File: src/rtl/alu_seq_pkg.sv
// Shared opcode, flag-index and FSM-state definitions for the ALU command sequencer.
package alu_seq_pkg;

  localparam logic [3:0] OP_ADD = 4'd1;
  localparam logic [3:0] OP_ADC = 4'd2;
  localparam logic [3:0] OP_SUB = 4'd3;
  localparam logic [3:0] OP_INC = 4'd4;
  localparam logic [3:0] OP_DEC = 4'd5;
  localparam logic [3:0] OP_AND = 4'd6;
  localparam logic [3:0] OP_NOT = 4'd7;
  localparam logic [3:0] OP_ROL = 4'd8;
  localparam logic [3:0] OP_ROR = 4'd9;
  localparam logic [3:0] OP_MAX = 4'd9;

  localparam int FLG_C = 3;
  localparam int FLG_B = 2;
  localparam int FLG_Z = 1;
  localparam int FLG_P = 0;

  typedef enum logic [1:0] {
    IDLE = 2'd0,
    EXEC = 2'd1,
    WAIT = 2'd2
  } seq_state_t;

  function automatic logic op_is_valid(input logic [3:0] op);
    return (op >= OP_ADD) && (op <= OP_MAX);
  endfunction

endpackage

File: src/rtl/alu_cmd_fifo.sv
// Command FIFO holding {op, b, a}; extra pointer MSB distinguishes full from empty.
module alu_cmd_fifo
  import alu_seq_pkg::*;
#(
  parameter int W     = 20,
  parameter int DEPTH = 4
) (
  input  logic         clk,
  input  logic         rst_n,
  input  logic         push,
  input  logic [W-1:0] din,
  input  logic         pop,
  output logic [W-1:0] dout,
  output logic         full,
  output logic         empty
);

  localparam int AW = $clog2(DEPTH);

  logic [W-1:0] mem [DEPTH];
  logic [AW:0]  wr_ptr;
  logic [AW:0]  rd_ptr;
  logic         do_push;
  logic         do_pop;

  // A push into a full FIFO is refused even when a pop happens in the same cycle.
  assign full    = (wr_ptr[AW] != rd_ptr[AW]) && (wr_ptr[AW-1:0] == rd_ptr[AW-1:0]);
  assign empty   = (wr_ptr == rd_ptr);
  assign do_push = push && !full;
  assign do_pop  = pop && !empty;
  assign dout    = mem[rd_ptr[AW-1:0]];

  always_ff @(posedge clk) begin
    if (!rst_n) begin
      wr_ptr <= '0;
      rd_ptr <= '0;
    end else begin
      if (do_push) wr_ptr <= wr_ptr + 1'b1;
      if (do_pop)  rd_ptr <= rd_ptr + 1'b1;
    end
  end

  always_ff @(posedge clk) begin
    if (do_push) mem[wr_ptr[AW-1:0]] <= din;
  end

endmodule

File: src/rtl/alu_cmd_sequencer.sv
// Issues buffered ALU commands one at a time and captures results with a valid/ready handshake.
// Optional ALU_SEQ_STATS_EN adds saturating stat_issued/stat_errors counters.
module alu_cmd_sequencer
  import alu_seq_pkg::*;
#(
  parameter int BUS   = 8,
  parameter int DEPTH = 4
) (
  input  logic           clk,
  input  logic           rst_n,
  input  logic           cmd_valid,
  output logic           cmd_ready,
  input  logic [BUS-1:0] cmd_a,
  input  logic [BUS-1:0] cmd_b,
  input  logic [3:0]     cmd_op,
  output logic [BUS-1:0] alu_a,
  output logic [BUS-1:0] alu_b,
  output logic           alu_carry_in,
  output logic [3:0]     alu_op_code,
  input  logic [BUS-1:0] alu_y,
  input  logic           alu_carry_out,
  input  logic           alu_borrow,
  input  logic           alu_zero,
  input  logic           alu_parity,
  input  logic           alu_invalid_op,
  output logic           res_valid,
  input  logic           res_ready,
  output logic [BUS-1:0] res_y,
  output logic [3:0]     res_flags,
  output logic           res_err,
  output logic           cf
`ifdef ALU_SEQ_STATS_EN
  ,
  output logic [15:0]    stat_issued,
  output logic [15:0]    stat_errors
`endif
);

  localparam int CW = 4 + 2 * BUS;

  seq_state_t    state;
  seq_state_t    next_state;
  logic [CW-1:0] fifo_din;
  logic [CW-1:0] fifo_dout;
  logic          fifo_full;
  logic          fifo_empty;
  logic          fifo_pop;
  logic          exec_err;
  logic [3:0]    alu_flags;

  assign fifo_din  = {cmd_op, cmd_b, cmd_a};
  assign cmd_ready = !fifo_full;

  alu_cmd_fifo #(
    .W     (CW),
    .DEPTH (DEPTH)
  ) u_fifo (
    .clk   (clk),
    .rst_n (rst_n),
    .push  (cmd_valid),
    .din   (fifo_din),
    .pop   (fifo_pop),
    .dout  (fifo_dout),
    .full  (fifo_full),
    .empty (fifo_empty)
  );

  always_ff @(posedge clk) begin
    if (!rst_n) state <= IDLE;
    else        state <= next_state;
  end

  always_comb begin
    next_state = state;
    fifo_pop   = 1'b0;
    case (state)
      IDLE: begin
        if (!fifo_empty) begin
          fifo_pop   = 1'b1;
          next_state = EXEC;
        end
      end
      EXEC: next_state = WAIT;
      WAIT: begin
        if (res_ready) begin
          if (!fifo_empty) begin
            fifo_pop   = 1'b1;
            next_state = EXEC;
          end else begin
            next_state = IDLE;
          end
        end
      end
      default: next_state = IDLE;
    endcase
  end

  always_comb begin
    alu_flags        = '0;
    alu_flags[FLG_C] = alu_carry_out;
    alu_flags[FLG_B] = alu_borrow;
    alu_flags[FLG_Z] = alu_zero;
    alu_flags[FLG_P] = alu_parity;
  end

  assign alu_carry_in = (alu_op_code == OP_ADC) && cf;
  assign exec_err     = alu_invalid_op || !op_is_valid(alu_op_code);

  // Operand registers load on every pop; the result register captures in EXEC and drops on retire.
  always_ff @(posedge clk) begin
    if (!rst_n) begin
      alu_a       <= '0;
      alu_b       <= '0;
      alu_op_code <= '0;
      res_valid   <= 1'b0;
      res_y       <= '0;
      res_flags   <= '0;
      res_err     <= 1'b0;
      cf          <= 1'b0;
    end else begin
      if (fifo_pop) begin
        alu_a       <= fifo_dout[BUS-1:0];
        alu_b       <= fifo_dout[2*BUS-1:BUS];
        alu_op_code <= fifo_dout[CW-1 -: 4];
      end
      if (state == EXEC) begin
        res_valid <= 1'b1;
        res_err   <= exec_err;
        res_y     <= exec_err ? '0 : alu_y;
        res_flags <= exec_err ? 4'd0 : alu_flags;
        if (!exec_err) begin
          if (alu_op_code == OP_ADD || alu_op_code == OP_ADC) cf <= alu_carry_out;
          else if (alu_op_code == OP_SUB)                     cf <= alu_borrow;
        end
      end else if (state == WAIT && res_ready) begin
        res_valid <= 1'b0;
      end
    end
  end

`ifdef ALU_SEQ_STATS_EN
  always_ff @(posedge clk) begin
    if (!rst_n) begin
      stat_issued <= '0;
      stat_errors <= '0;
    end else if (state == EXEC) begin
      if (stat_issued != 16'hFFFF)             stat_issued <= stat_issued + 16'd1;
      if (exec_err && stat_errors != 16'hFFFF) stat_errors <= stat_errors + 16'd1;
    end
  end
`endif

endmodule

File: config.mk
export PLATFORM = sky130hd
export DESIGN_NAME = alu_cmd_sequencer
export DESIGN_NICKNAME = d
export VERILOG_FILES = /design/src/rtl/alu_seq_pkg.sv /design/src/rtl/alu_cmd_fifo.sv /design/src/rtl/alu_cmd_sequencer.sv
export SDC_FILE = /design/constraint.sdc
export NUM_CORES = 1
export LEC_CHECK = 0
export ABC_AREA = 1
export BUFFER_PORTS_ARGS = -buffer_cell sky130_fd_sc_hd__buf_4
export CORE_ASPECT_RATIO = 1.75
export CORE_MARGIN = 2
export CORE_UTILIZATION = 53
export DETAILED_ROUTE_END_ITERATION = 10
export PLACE_DENSITY = 0.78
export SLEW_MARGIN = 20
export SYNTH_ARGS = -nofsm -noshare
export SYNTH_HDL_FRONTEND = slang
export SYNTH_HIERARCHICAL = 1
export SYNTH_SLANG_ARGS = --single-unit
File: constraint.sdc
create_clock -name clk -period 6.2 [get_ports clk]
set_input_delay 0.62 -clock clk [delete_from_list [all_inputs] [get_ports clk]]
set_output_delay 0.62 -clock clk [all_outputs]
set_load 0.05 [all_outputs]
==> impl_metrics.toml <==
[global_route]
antenna_found_initial = 0
grt-ovfl-total = 0
grt_pass1_wl_um = 15800
grt_use_total = 0.203
grt_pass1_vias = 3310
grt_max_degree = 42

[clock_network]
numCtsBuffers = 17
hold_buffers = 0
clk_pin_slew_worst_paths_ns = 0.05
root_buffer = "clkbuf_16"
post_cts_resized = 0
cts_setup_buffers = 0
clock-sinks = 125
clock_path_buffers = 2
cts_tree = "built"
clock_latency_ns = 0.40
htreeDepth = 4

[worst_setup_path]
startpoint_type = "flop"
cp.required_ns = 6.50
crit_top_cell = "nand2_1"
rr_worst_depth = 13
critPathSlowestCell = "inv_2"
critPathKind = "flop to flop"
r2r_start = "u_fifo/wr_ptr[1]"
cp_num_buf_inv = 4
reg2reg_to = "u_fifo/rd_ptr[2]"
critPathArrivalTime_ns = 2.43
slowest_delay_ns = 0.44
ff2ff_setup_slack_ns = 4.07
cp_max_fo = 26
crit_family = "simple AND/OR/NAND/NOR gates"
path_cells = "inv_2 > nand2_1 > nand2_4 > nand3_2 > inv_1 > nor2_1 > nand2_2 > inv_2 > nand2_1 > inv_1 > nand3_1 > nand2_1 > nor2_1"
end_kind = "flop"

[synth]
syn_avg_cell_area_um2 = 11.0
synth_seq_cells = 125
seq_area_frac_synth = 0.663
synth_cells = 451
synth_cell_types = 28
syn-num-nets = 493
synth_area_um2 = 4980
yosys_warnings = 6

[power]
p_leak_nw = 2.38
powerDensity_nw_per_um2 = 470
peakVddDrop_v = 0.000322
finalPower_w = 0.00288

[drt]
final_antenna_net_count = 0
drc_errors = 0
vias = 3447
vias_per_cell = 5.25
totalWireLength_um = 9930
wl_per_cell_um = 15.1
firstDrtPassIters = 4
drt_iter0_markers = 144

[finish]
nets = 565
multi_input_area_um2 = 1470
drive_gt1_frac = 0.278
regArea_um2 = 3300
syn2layout_area_growth_pct = 23.1
antenna_cells = 0
fillers = 724

[sta]
grt_setup_unrepaired = "no"
fmax_ghz = 0.469
finalSetupViolations = 0
slew-limit-headroom = 0.357
holdWs_ns = 0.412
tns_ns = 0
finalClockSkew_ns = 0.0106
period_minus_slack_ns = 2.13
drv_slew = 0
finalHoldViolCount = 0
fin_crit_sh = 0.344
worst_slew_pin_slew_ns = 0.964

[floorplanning]
pin_count = 74
core_region_area_um2 = 9090
die-area_um2 = 10200
die_w_um = 77.3
rows = 46
fp.dieH_um = 132
initial_core_util = 0.547

[status]
outcome = "complete, no violations"

[hold_path]
hold_end = "res_valid"
min_path_cells = 2
min_from = "res_ready"
hold_path_class = "input port to flop"

[placement]
gp_congestion = 0.818
io_buffers = 73
dp_hpwl_um = 6370

[run]
maxCapViolations = 0
## Yosys cell counts (all sizes together)
cell / count / area, um2
a21oi: 20 / 134
a31oi: 1 / 6.26
buf: 15 / 101
clkbuf: 6 / 22.5
dfxtp: 45 / 901
edfxtp: 80 / 2400
ha: 5 / 62.6
inv: 26 / 100
nand2: 51 / 231
nand3: 19 / 150
nand4: 1 / 6.26
nor2: 99 / 418
o21ai: 62 / 310
o21bai: 1 / 7.51
o22ai: 20 / 125
## flip-flops by register name, summed over array words and instances (netlist names), named ones only
| name | flops |
|---|---|
| u_fifo/rd_ptr | 3 |
| u_fifo/wr_ptr | 3 |
| cf | 1 |
| alu_op_code | 4 |
| state | 2 |
| u_fifo/mem | 80 |
| res_valid | 1 |
| alu_b | 8 |
| res_flags | 4 |
| res_err | 1 |
| alu_a | 8 |
| res_y | 8 |
## per-layer routing
metal / track usage / vias up / share of wire
li1: - / 1704 / -
met1: 0.210 / 1621 / 0.38
met2: 0.374 / 112 / 0.56
met3: 0.0555 / 10 / 0.053
met4: 0.0923 / 0 / 0.011
met5: 0 / - / 0
## where the power goes
group	internal (W)	total, W	switching, W
sequential	0.000997	0.00107	0.0000691
clock	0.000577	0.000893	0.000316
combinational	0.000264	0.000924	0.000659
## metrics by stage
step	util	instance area, um2	instances	setup slack [ns]
after floorplan	-	4980	451	4.09
after global placement	0.612	5570	624	4.13
after detailed placement	0.612	5570	624	4.07
after CTS	0.673	6120	656	4.06
after global routing	0.674	6130	656	3.86
final	0.674	6130	656	4.07
## cell families (layout without fill, tap and decap cells)
group / count (synthesis) / after routing / synth area share
fa+ha+maj: 5 / 5 / 0.0126
simple gates: 170 / 170 / 0.162
flops: 125 / 125 / 0.663
compound gates: 104 / 104 / 0.117
buf+inv: 47 / 132 / 0.0450
## cell usage in the layout (no fill, tap or decap), types with 17 or more instances in the layout
master	netlist	final
nand2_1	43	43
dfxtp_1	45	45
o21ai_1	27	27
edfxtp_1	80	80
buf_4	2	74
clkbuf_16	0	17
nor2_1	92	89
o21ai_0	35	35
o22ai_1	20	20
inv_1	17	17
## worst max-delay path by stage
stage	start	end	slack, ns	cells past startpoint
floorplan	alu_op_code[1]	alu_carry_in	4.09	2
global placement	cmd_valid	u_fifo/mem[0][3]	4.13	3
detailed placement	u_fifo/wr_ptr[1]	u_fifo/mem[2][2]	4.07	6
CTS	u_fifo/wr_ptr[1]	u_fifo/mem[2][8]	4.06	6
global route	u_fifo/wr_ptr[1]	u_fifo/rd_ptr[2]	3.86	13
finish	u_fifo/wr_ptr[1]	u_fifo/rd_ptr[2]	4.07	13
## final cells by class
| class | count | share of cell area |
|---|---|---|
| clock buffer | 24 | 0.0786 |
| timing repair buffer | 74 | 0.0906 |
| clock inverter | 8 | 0.0108 |
| inverter | 26 | 0.0163 |
| multi-input combinational | 279 | 0.240 |
| sequential | 125 | 0.539 |
| tap | 120 | 0.0245 |
No activity file was read; power rests on OpenSTA's default activity.
